File: src/rtl/control_unit_pipe_if.sv
// Decode-to-execute control bus for control_unit_pipe.
// It carries the D-stage instruction handshake and the registered E-stage control outputs.
interface control_unit_pipe_if #(
  parameter int unsigned ALUCTRL_W = 4,
  parameter int unsigned CNT_W     = 8
);
  logic [31:0]          instr_i;
  logic                 valid_i;
  logic                 ready_o;
  logic                 stall_i;
  logic                 flush_i;
  logic                 valid_o;
  logic                 regwriteE;
  logic [1:0]           resultsrcE;
  logic                 memwriteE;
  logic                 branchE;
  logic                 jumpE;
  logic                 alusrcE;
  logic [2:0]           immsrcE;
  logic [ALUCTRL_W-1:0] alucontrolE;
  logic                 illegal_o;
  logic [CNT_W-1:0]     illegal_cnt_o;

  // The master drives instructions and pipeline control, and observes the E stage.
  modport master (
    output instr_i, valid_i, stall_i, flush_i,
    input  ready_o, valid_o, regwriteE, resultsrcE, memwriteE, branchE, jumpE,
           alusrcE, immsrcE, alucontrolE, illegal_o, illegal_cnt_o
  );

  // The slave (control_unit_pipe) decodes the instruction and drives the E stage.
  modport slave (
    input  instr_i, valid_i, stall_i, flush_i,
    output ready_o, valid_o, regwriteE, resultsrcE, memwriteE, branchE, jumpE,
           alusrcE, immsrcE, alucontrolE, illegal_o, illegal_cnt_o
  );
endinterface

File: src/rtl/control_unit_pipe.sv
// RV32 main/ALU decoder with a registered E-stage control register.
// It also keeps a saturating counter of captured illegal instructions.
// The optional macro CU_JUMP_EN enables decoding of JAL/JALR.
// Without it, those opcodes are reported as illegal and jumpE is tied to 0.
module control_unit_pipe #(
  parameter int unsigned ALUCTRL_W = 4,
  parameter int unsigned CNT_W     = 8
) (
  input logic              clk,
  input logic              rst,
  control_unit_pipe_if.slave bus
);

  typedef enum logic [3:0] {
    ALU_ADD   = 4'd0,
    ALU_SUB   = 4'd1,
    ALU_AND   = 4'd2,
    ALU_OR    = 4'd3,
    ALU_XOR   = 4'd4,
    ALU_SLT   = 4'd5,
    ALU_SLTU  = 4'd6,
    ALU_SLL   = 4'd7,
    ALU_SRL   = 4'd8,
    ALU_SRA   = 4'd9,
    ALU_PASSB = 4'd10
  } alu_op_e;

  typedef enum logic [6:0] {
    OP_LOAD   = 7'b0000011,
    OP_STORE  = 7'b0100011,
    OP_RTYPE  = 7'b0110011,
    OP_IALU   = 7'b0010011,
    OP_BRANCH = 7'b1100011,
    OP_LUI    = 7'b0110111,
    OP_JAL    = 7'b1101111,
    OP_JALR   = 7'b1100111
  } opcode_e;

  typedef struct packed {
    logic                 valid;
    logic                 regwrite;
    logic [1:0]           resultsrc;
    logic                 memwrite;
    logic                 branch;
    logic                 jump;
    logic                 alusrc;
    logic [2:0]           immsrc;
    logic [ALUCTRL_W-1:0] aluctrl;
    logic                 illegal;
  } ctrl_t;

  logic [6:0]       opcode;
  logic [2:0]       funct3;
  logic             funct7b5;
  alu_op_e          arith_op;
  ctrl_t            dec;
  ctrl_t            e_d, e_q;
  logic [CNT_W-1:0] cnt_d, cnt_q;
  logic             unused_instr;

  assign opcode       = bus.instr_i[6:0];
  assign funct3       = bus.instr_i[14:12];
  assign funct7b5     = bus.instr_i[30];
  assign unused_instr = ^{bus.instr_i[31], bus.instr_i[29:15], bus.instr_i[11:7]};

  assign bus.ready_o = !bus.stall_i;

  // Operation chosen by funct3 for R-type and I-ALU.
  // funct7b5 selects SRA for both formats; only R-type also uses it to select SUB.
  always_comb begin
    arith_op = ALU_ADD;
    case (funct3)
      3'b000:  arith_op = (funct7b5 && opcode == OP_RTYPE) ? ALU_SUB : ALU_ADD;
      3'b001:  arith_op = ALU_SLL;
      3'b010:  arith_op = ALU_SLT;
      3'b011:  arith_op = ALU_SLTU;
      3'b100:  arith_op = ALU_XOR;
      3'b101:  arith_op = funct7b5 ? ALU_SRA : ALU_SRL;
      3'b110:  arith_op = ALU_OR;
      default: arith_op = ALU_AND;
    endcase
  end

  // Main decoder: control fields for the current D-stage instruction.
  always_comb begin
    dec = '0;
    case (opcode)
      OP_LOAD: begin
        dec.regwrite  = 1'b1;
        dec.alusrc    = 1'b1;
        dec.resultsrc = 2'b01;
        dec.immsrc    = 3'b000;
        dec.aluctrl   = ALUCTRL_W'(ALU_ADD);
      end
      OP_STORE: begin
        dec.memwrite = 1'b1;
        dec.alusrc   = 1'b1;
        dec.immsrc   = 3'b001;
        dec.aluctrl  = ALUCTRL_W'(ALU_ADD);
      end
      OP_RTYPE: begin
        dec.regwrite = 1'b1;
        dec.aluctrl  = ALUCTRL_W'(arith_op);
      end
      OP_IALU: begin
        dec.regwrite = 1'b1;
        dec.alusrc   = 1'b1;
        dec.immsrc   = 3'b000;
        dec.aluctrl  = ALUCTRL_W'(arith_op);
      end
      OP_BRANCH: begin
        dec.branch  = 1'b1;
        dec.immsrc  = 3'b010;
        dec.aluctrl = ALUCTRL_W'(ALU_SUB);
      end
      OP_LUI: begin
        dec.regwrite = 1'b1;
        dec.alusrc   = 1'b1;
        dec.immsrc   = 3'b100;
        dec.aluctrl  = ALUCTRL_W'(ALU_PASSB);
      end
`ifdef CU_JUMP_EN
      OP_JAL: begin
        dec.regwrite  = 1'b1;
        dec.jump      = 1'b1;
        dec.resultsrc = 2'b10;
        dec.immsrc    = 3'b011;
      end
      OP_JALR: begin
        dec.regwrite  = 1'b1;
        dec.jump      = 1'b1;
        dec.alusrc    = 1'b1;
        dec.resultsrc = 2'b10;
        dec.immsrc    = 3'b000;
        dec.aluctrl   = ALUCTRL_W'(ALU_ADD);
      end
`endif
      default: dec.illegal = 1'b1;
    endcase
  end

  // Next E-stage state. Flush beats stall, and stall beats capture.
  // Only a captured, valid, illegal instruction advances the counter.
  always_comb begin
    e_d   = e_q;
    cnt_d = cnt_q;
    if (bus.flush_i) begin
      e_d = '0;
    end else if (!bus.stall_i) begin
      if (bus.valid_i) begin
        e_d       = dec;
        e_d.valid = 1'b1;
        if (dec.illegal && cnt_q != '1) begin
          cnt_d = cnt_q + 1'b1;
        end
      end else begin
        e_d = '0;
      end
    end
  end

  // E-stage register and counter. Reset overrides flush and stall.
  always_ff @(posedge clk) begin
    if (rst) begin
      e_q   <= '0;
      cnt_q <= '0;
    end else begin
      e_q   <= e_d;
      cnt_q <= cnt_d;
    end
  end

  assign bus.valid_o       = e_q.valid;
  assign bus.regwriteE     = e_q.regwrite;
  assign bus.resultsrcE    = e_q.resultsrc;
  assign bus.memwriteE     = e_q.memwrite;
  assign bus.branchE       = e_q.branch;
  assign bus.alusrcE       = e_q.alusrc;
  assign bus.immsrcE       = e_q.immsrc;
  assign bus.alucontrolE   = e_q.aluctrl;
  assign bus.illegal_o     = e_q.illegal;
  assign bus.illegal_cnt_o = cnt_q;
`ifdef CU_JUMP_EN
  assign bus.jumpE         = e_q.jump;
`else
  assign bus.jumpE         = 1'b0;
`endif

endmodule

File: src/flat_wrapper.sv
// flat-port wrapper written by rule: the top's interface ports become plain ports
module control_unit_pipe_flat 
#(
  parameter int unsigned ALUCTRL_W = 4,
  parameter int unsigned CNT_W     = 8
)
  (clk, rst, bus_instr_i, bus_valid_i, bus_stall_i, bus_flush_i, bus_ready_o, bus_valid_o, bus_regwriteE, bus_resultsrcE, bus_memwriteE, bus_branchE, bus_jumpE, bus_alusrcE, bus_immsrcE, bus_alucontrolE, bus_illegal_o, bus_illegal_cnt_o);
  control_unit_pipe_if #(.ALUCTRL_W(ALUCTRL_W), .CNT_W(CNT_W)) bus_i ();
  input logic clk;
  input logic rst;
  input wire logic [$bits(bus_i.instr_i)-1:0] bus_instr_i;
  input wire logic [$bits(bus_i.valid_i)-1:0] bus_valid_i;
  input wire logic [$bits(bus_i.stall_i)-1:0] bus_stall_i;
  input wire logic [$bits(bus_i.flush_i)-1:0] bus_flush_i;
  output wire logic [$bits(bus_i.ready_o)-1:0] bus_ready_o;
  output wire logic [$bits(bus_i.valid_o)-1:0] bus_valid_o;
  output wire logic [$bits(bus_i.regwriteE)-1:0] bus_regwriteE;
  output wire logic [$bits(bus_i.resultsrcE)-1:0] bus_resultsrcE;
  output wire logic [$bits(bus_i.memwriteE)-1:0] bus_memwriteE;
  output wire logic [$bits(bus_i.branchE)-1:0] bus_branchE;
  output wire logic [$bits(bus_i.jumpE)-1:0] bus_jumpE;
  output wire logic [$bits(bus_i.alusrcE)-1:0] bus_alusrcE;
  output wire logic [$bits(bus_i.immsrcE)-1:0] bus_immsrcE;
  output wire logic [$bits(bus_i.alucontrolE)-1:0] bus_alucontrolE;
  output wire logic [$bits(bus_i.illegal_o)-1:0] bus_illegal_o;
  output wire logic [$bits(bus_i.illegal_cnt_o)-1:0] bus_illegal_cnt_o;
  assign bus_i.instr_i = bus_instr_i;
  assign bus_i.valid_i = bus_valid_i;
  assign bus_i.stall_i = bus_stall_i;
  assign bus_i.flush_i = bus_flush_i;
  assign bus_ready_o = bus_i.ready_o;
  assign bus_valid_o = bus_i.valid_o;
  assign bus_regwriteE = bus_i.regwriteE;
  assign bus_resultsrcE = bus_i.resultsrcE;
  assign bus_memwriteE = bus_i.memwriteE;
  assign bus_branchE = bus_i.branchE;
  assign bus_jumpE = bus_i.jumpE;
  assign bus_alusrcE = bus_i.alusrcE;
  assign bus_immsrcE = bus_i.immsrcE;
  assign bus_alucontrolE = bus_i.alucontrolE;
  assign bus_illegal_o = bus_i.illegal_o;
  assign bus_illegal_cnt_o = bus_i.illegal_cnt_o;
  control_unit_pipe #(.ALUCTRL_W(ALUCTRL_W), .CNT_W(CNT_W)) u_core (.clk(clk), .rst(rst), .bus(bus_i));
endmodule
File: config.mk
export PLATFORM = sky130hd
export DESIGN_NAME = control_unit_pipe_flat
export DESIGN_NICKNAME = d
export VERILOG_FILES = /design/src/rtl/control_unit_pipe_if.sv /design/src/rtl/control_unit_pipe.sv /design/src/flat_wrapper.sv
export SDC_FILE = /design/constraint.sdc
export NUM_CORES = 1
export LEC_CHECK = 0
export ABC_AREA = 1
export CELL_PAD_IN_SITES_DETAIL_PLACEMENT = 1
export CELL_PAD_IN_SITES_GLOBAL_PLACEMENT = 1
export CORE_MARGIN = 3
export CORE_UTILIZATION = 28
export DETAILED_ROUTE_END_ITERATION = 16
export HOLD_SLACK_MARGIN = 0.03
export MAX_ROUTING_LAYER = met4
export PLACE_DENSITY_LB_ADDON = 0.3
export SYNTH_ARGS = -nofsm -noshare
export SYNTH_HDL_FRONTEND = slang
export SYNTH_SLANG_ARGS = --single-unit
File: constraint.sdc
create_clock -name clk -period 2.75 [get_ports clk]
set_clock_uncertainty 0.2 [all_clocks]
set_input_delay 0.275 -clock clk [delete_from_list [all_inputs] [get_ports clk]]
set_output_delay 0.275 -clock clk [all_outputs]
set_load 0.02 [all_outputs]
==> summary.md <==
| Metric | Value |
|---|---|
| Total CTS buffers | `3` |
| GPL Wtd Cong | `about 0.88` |
| Antenna viol nets, final | `0` |
| CTS Hold Bufs | `0` |
| # fillers | `approximately 540` |
| Minimum clock period | `between 1.5 and 2 ns` |
| Root Driver | `clkbuf_8` |
| Layout Nets | `approximately 270` |
| Core Util, Final | `0.416` |
| Setup repair bufs after CTS | `0` |
| Detailed placement HPWL | `2550 um` |
| R2R cell count | `9` |
| Syn. warnings | `0` |
| Drt via density | `4.60` |
| Critical path endpoint category | `primary output` |
| CTS tree | `yes` |
| Status | `finished, final reports clean` |
| CORE AREA | `~4000 sq um` |
| Crit path max-delay family | `buffers and inverters` |
| Leak pwr | `approximately 0.69 nW` |
| Final non-filler cell total | `between 200 and 300` |
| Fraction of layout cells with a size suffix above 1 | `0.0929` |
| Total GRT Usage | `0.145` |
| Crit-path max FO | `2` |
| Min-delay src | `u_core.bus.valid_o$_SDFFE_PP0N_` |
| Mapped Cells | `187` |
| Worst reg2reg setup slack | `slightly above 1 ns` |
| Max Root-Sink Buffers | `2` |
| Clock network latency to the later pin of the worst-skew pair | `0.27 ns` |
| Hold Fails Final Rpt | `0` |
| WL per Instance | `11.7 um` |
| Clock slew at reported path FFs | `roughly 0.080 ns` |
| IR drop worst, VDD | `just under 0.3 mV` |
| Synth area leader | `dfxtp_1` |
| Ranking of synthesized cells by area | `dfxtp_1, nand2_1, a21oi_1` |
| Worst setup SP type | `input port` |
| Slowest cell on the critical path | `clkdlybuf4s50_1` |
| IO Pins | `62` |
| Worst hold path type | `reg -> reg` |
| Tcrit/Tclk final | `0.667` |
| Setup TNS | `0 ns` |
| Drt total wl | `~3200 um` |
| CTS resizes | `0` |
| IO Port Bufs | `38` |
| Slowest cell delay on critical path | `0.59 ns` |
| Htree depth | `1` |
| CP Class | `in -> out` |
| #FFs+latches synth | `22` |
| Critical path depth | `3` |
| Hold Path End | `u_core.bus.valid_o$_SDFFE_PP0N_` |
| Residual DRC count | `0` |
| Chip Height | `approximately 70 um` |
| Met2 usage | `0.250` |
| Dpl cells | `between 200 and 300` |
| Pwr dens | `423 nW/um^2` |
| DRT iter0 DRCs | `between 40 and 50` |
| Antenna cells | `0` |
| Mean Syn Cell Area | `~6.4 sq um` |
| Vias in the first global route | `1334` |
| # setup viols final | `0` |
| Distinct cells, synth | `26` |
| Largest net degree at the start of global routing | `15` |
| WP data required | `roughly 2.3 ns` |
| Drt pass-1 iters | `3` |
| CP Cell Sequence | `clkdlybuf4s50_1 > inv_2 > clkdlybuf4s50_1` |
| WP data arrival | `1.36 ns` |
| Die ar. | `just over 5000 sq um` |
| Sequential share of the synthesized area | `0.366` |
| Clk sinks | `22` |
| Via count | `roughly 1300` |
| Hold path depth | `2` |
| Top-area cell type share of the netlist area | `0.366` |
| Hold Slack | `0.270 ns` |
| Area Growth Syn to Fin | `41.4%` |
| Initial antenna violation count | `0` |
| Met1 usage | `0.172` |
| Grt total ovfl | `0` |
| Met3 Track Usage GR | `0.0379` |
| RSZ-0062 raised after global routing | `no` |
| First-pass GRT wire length | `~6000 um` |
| Reg2reg end | `u_core.bus.illegal_cnt_o[1]$_SDFFE_PP0P_` |
| Crit path top cell by count | `clkdlybuf4s50_1` |
| Initial core utilization | `0.295` |
| Worst path buffer plus inverter count | `3` |
| Die Span X | `between 70 and 80 um` |
| RR Startpoint | `u_core.bus.illegal_cnt_o[0]$_SDFFE_PP0P_` |
| Final Max Slew Viols | `0` |
| Synth Cell Area | `around 1200 sq um` |
| Max-cap viol count | `0` |
| Gr busiest metal | `met2` |
| Fmax | `around 0.55 GHz` |
| Num rows | `23` |
[cells in the final DEF, fill, tap and decap left out]
master,instances
nand3_1,15
nand2_1,58
nand4_1,2
ha_1,1
bufinv_16,1
nor3_2,1
nand2_2,2
dfxtp_1,22
clkbuf_8,3
a21oi_1,22
nand3b_1,2
nor2_2,2
xor2_1,3
a31oi_1,1
a21oi_4,1
inv_1,16
o21ai_1,1
o21ai_0,1
clkdlybuf4s50_1,38
nor2_1,18
buf_4,1
nand3_2,1
nor2_4,1
clkinv_1,2
conb_1,2
xnor2_1,1
inv_2,8
[cells in the mapped netlist, drive strengths merged]
cell type,count
nand2,60
inv,24
a21oi,23
dfxtp,22
nor2,21
nand3,16
buf,3
xor2,3
clkbuf,2
clkinv,2
nand3b,2
nand4,2
o21ai,2
a31oi,1
conb,1
ha,1
nor3,1
xnor2,1
[routing by layer]
metal	share of wire	wire (um)	vias to the layer above
met1	0.43	1410	585
met2	0.52	1690	24
li1	-	-	658
met3	0.043	138	3
met4	0.0040	13	0
met5	0	0	-
[worst min-delay path: cells and delay by family (launching register included)]
| kind | cells | cell delay, ns |
|---|---|---|
| simple gates | 1 | 0.05 |
| compound gates | 1 | 0.05 |
| flops | 1 | 0.32 |
[through the flow]
stage / setup WS, ns / power (mW) / cell area, sq um
finish: 0.915 / 0.720 / 1700
global route: 0.834 / 0.755 / 1700
CTS: 0.906 / 0.729 / 1700
detailed placement: 0.694 / 0.420 / 1630
global placement: 0.712 / 0.419 / 1630
floorplan: 1.07 / 0.378 / 1210
[power by group]
group | internal, mW | switching (mW)
clock | 0.195 | 0.114
combinational | 0.0377 | 0.0498
sequential | 0.321 | 0.00275
total | 0.553 | 0.167
[layout make-up]
type | count | area [sq um] | share of cell area
multi-input cells | 135 | 642 | 0.377
well taps | 50 | 62.6 | 0.0368
repair buffers | 39 | 388 | 0.228
clock buffers | 3 | 41.3 | 0.0243
flip-flops and latches | 22 | 440 | 0.259
clock inverters | 1 | 30.0 | 0.0176
inverters | 26 | 97.6 | 0.0574
[state kept, by name, summed over array words and instances (netlist names)]
register	count
u_core.bus.branchE	1
u_core.bus.regwriteE	1
u_core.bus.alusrcE	1
u_core.bus.illegal_cnt_o	8
u_core.bus.illegal_o	1
u_core.bus.resultsrcE	1
u_core.bus.valid_o	1
u_core.bus.immsrcE	3
u_core.bus.memwriteE	1
u_core.bus.alucontrolE	4
[worst max path at each step]
stage	startpoint	end
after floorplan	u_core.bus.illegal_cnt_o[0]$_SDFFE_PP0P_	u_core.bus.illegal_cnt_o[0]$_SDFFE_PP0P_
after detailed placement	bus_instr_i[6]	u_core.bus.illegal_cnt_o[4]$_SDFFE_PP0P_
after global routing	bus_instr_i[6]	u_core.bus.illegal_cnt_o[6]$_SDFFE_PP0P_
after CTS	u_core.bus.illegal_cnt_o[0]$_SDFFE_PP0P_	bus_illegal_cnt_o[0]
final	bus_stall_i	bus_ready_o
after global placement	bus_instr_i[6]	u_core.bus.illegal_cnt_o[4]$_SDFFE_PP0P_
[cells by family (layout without fill, tap and decap cells)]
group	Yosys count	count (layout)	share of synthesized area
fa+ha+maj	1	1	0.0104
flops	22	22	0.366
buf+inv	31	69	0.104
compound gates	26	26	0.119
xor+xnor	4	4	0.0291
other cells	1	2	0.00312
simple gates	102	102	0.369
(Power assumes the default switching activity.)
==> variant: new RTL, same settings <==
`ALUCTRL_W` is set to 4 in 3 places; all go to 3.
--- a/src/rtl/control_unit_pipe_if.sv
+++ b/src/rtl/control_unit_pipe_if.sv
@@ -2,5 +2,5 @@
 // It carries the D-stage instruction handshake and the registered E-stage control outputs.
 interface control_unit_pipe_if #(
-  parameter int unsigned ALUCTRL_W = 4,
+  parameter int unsigned ALUCTRL_W = 3,
   parameter int unsigned CNT_W     = 8
 );
--- a/src/rtl/control_unit_pipe.sv
+++ b/src/rtl/control_unit_pipe.sv
@@ -4,5 +4,5 @@
 // Without it, those opcodes are reported as illegal and jumpE is tied to 0.
 module control_unit_pipe #(
-  parameter int unsigned ALUCTRL_W = 4,
+  parameter int unsigned ALUCTRL_W = 3,
   parameter int unsigned CNT_W     = 8
 ) (
--- a/src/flat_wrapper.sv
+++ b/src/flat_wrapper.sv
@@ -2,5 +2,5 @@
 module control_unit_pipe_flat 
 #(
-  parameter int unsigned ALUCTRL_W = 4,
+  parameter int unsigned ALUCTRL_W = 3,
   parameter int unsigned CNT_W     = 8
 )
Ports: changed (resized bus_alucontrolE); port bits go from 62 to 61. The function was not compared with the original's and may differ.
==> variant against the original RTL <==
Setup slack worse by 0.36 ns. Global-route usage up 0.42 points. Critical path depth unchanged. Wire length up 4.2%. Sequential cell count down 2. Final area down 6.4%. Power down 20%. First-iteration DRC count up 49%. Area after synthesis down 4.7%. Via count down 4.5%. Critical path type unchanged. Critical endpoint unchanged.
==> variant: results (changes against the original RTL) <==
| Metric | Value |
|---|---|
| Reg clk slew, reported paths | 0.07 ns |
| Worst EP arrival | 1.72 ns (was 1.36 ns) |
| Worst VDD drop | 0.000121 V (was 0.000296 V) |
| Max FFs per register | 8 (unchanged) |
| Antenna violations before repair | 0 (unchanged) |
| H-tree lvl count | 1 (unchanged) |
| Post-CTS Setup Inserts | 0 (unchanged) |
| Met2 WL post-DR | 1820 um (was 1690 um) |
| Met3 Wirelength | 105 um (was 138 um) |
| Root buffer cell | clkbuf_8 (unchanged) |
| Post-Syn Instances | 172 (was 187) |
| CP max FO | 13 (was 2) |
| Top Metal Used | met4 (unchanged) |
| Post-cts sizing count | 0 (unchanged) |
| DRT iter0 DRCs | 67 (was 45) |
| Top FF cell, synth | dfxtp_1 (unchanged) |
| Hold WS | 0.268 ns (was 0.270 ns) |
| Status | finished clean (unchanged) |
| First-pass GRT wire length | 5840 um (was 5880 um) |
| Largest net degree at the start of global routing | 14 (was 15) |
| Inst Count DP | 253 (was 272) |
| Area of placed instances | 0.00155 mm^2 (was 0.00163 mm^2) |
| Placer's final routability congestion estimate | 0.838 (was 0.878) |
| Pleak | 0.620 nW (was 0.689 nW) |
| Synth Warn # | 0 (unchanged) |
| Fillers | 508 (was 544) |
| Synth top cells by count | 48 x nand2_1, 20 x dfxtp_1, 19 x nor2_1 (was 58 x nand2_1, 22 x a21oi_1, 22 x dfxtp_1) |
| Main area contributors after synthesis | dfxtp_1 35%, nand2_1 16%, a21oi_1 7.0%, nand3_1 6.5%, nor2_1 6.2% (was dfxtp_1 37%, nand2_1 18%, a21oi_1 9.1%, nand3_1 6.2%, nor2_1 5.6%) |
| M1 wire length | 1420 um (was 1410 um) |
| TritonRoute pass-1 iters | 4 (was 3) |
| Total CTS buffers | 3 (unchanged) |
| Ratio of cells with drive above 1 in the final layout | 0.106 (was 0.0929) |
| GRT Total Usage | 0.149 (was 0.145) |
| Number of global-route vias before repair | 1302 (was 1334) |
| Clk Latency, worst-skew pair | 0.25 ns (was 0.27 ns) |
| Post-synth cell types | 26 (unchanged) |
| WL per Instance | 13.2 um (was 11.7 um) |
| FF-to-FF setup slack | 1.00 ns |
| Input/output buffers | 37 (was 38) |
| Post-synthesis sequential area ratio | 0.349 (was 0.366) |
| Routed vias/inst | 4.74 (was 4.60) |
| N_diodes | 0 (unchanged) |
| Post-DP HPWL | 2770 um (was 2550 um) |
| Final WL | 3380 um (was 3240 um) |
| Fraction of registers with async set/reset | 0 (unchanged) |
| Clock Path Buffers | 2 (unchanged) |
| HP Class | reg2reg (unchanged) |
==> variant: worst paths after layout <==
path / cells past startpoint / end / start
worst max-delay path: 3 / bus_ready_o / bus_stall_i
worst min-delay path: 2 / u_core.bus.immsrcE[2] / u_core.bus.immsrcE[2]
worst max register to register: 7 / u_core.bus.illegal_cnt_o[2] / u_core.bus.illegal_cnt_o[0]
worst min register to register: 2 / u_core.bus.immsrcE[2] / u_core.bus.immsrcE[2]
==> variant: cell families (layout without fill, tap and decap cells) <==
group	count (synthesis)	in the layout	synth area share
AND/OR/NAND/NOR	101	101	0.415
buffers and inverters	24	59	0.0883
AO/OA/AOI/OAI	22	22	0.110
flip-flops	20	20	0.349
XOR/XNOR	3	3	0.0229
adder cells (fa/ha/maj)	1	1	0.0109
other	1	2	0.00327
==> variant: final cells by class <==
class,count,area (um^2),area share
Inverter,19,71.3,0.0448
Clock buffer,3,41.3,0.0259
Sequential cell,20,400,0.251
Tap cell,48,60.1,0.0377
Multi-Input combinational cell,129,649,0.408
Timing Repair Buffer,37,370,0.233
==> variant: routing by layer <==
metal / GRT usage / vias to the layer above
li1: - / 613
met1: 0.167 / 578
met2: 0.271 / 20
met3: 0.0187 / 2
met4: 0.0511 / 0
met5: - / -
==> variant: power by group <==
part / leakage (nW) / switching [W] / total, W / internal, W
Sequential: 0.161 / 0.00000246 / 0.000295 / 0.000292
Clock: 0.0216 / 0.0000932 / 0.000191 / 0.0000974
Combinational: 0.437 / 0.0000519 / 0.0000898 / 0.0000379
==> variant: through the flow <==
stage / setup slack (ns) / total power (W)
after floorplan: 1.11 / 0.000348
after global placement: 0.563 / 0.000387
after detailed placement: 0.519 / 0.000392
after CTS: 0.544 / 0.000583
after global routing: 0.449 / 0.000604
final: 0.555 / 0.000575
==> variant: critical path, cell delays in order <==
cell	delay, ns
clkdlybuf4s50_1	0.64
inv_1	0.19
clkdlybuf4s50_1	0.62
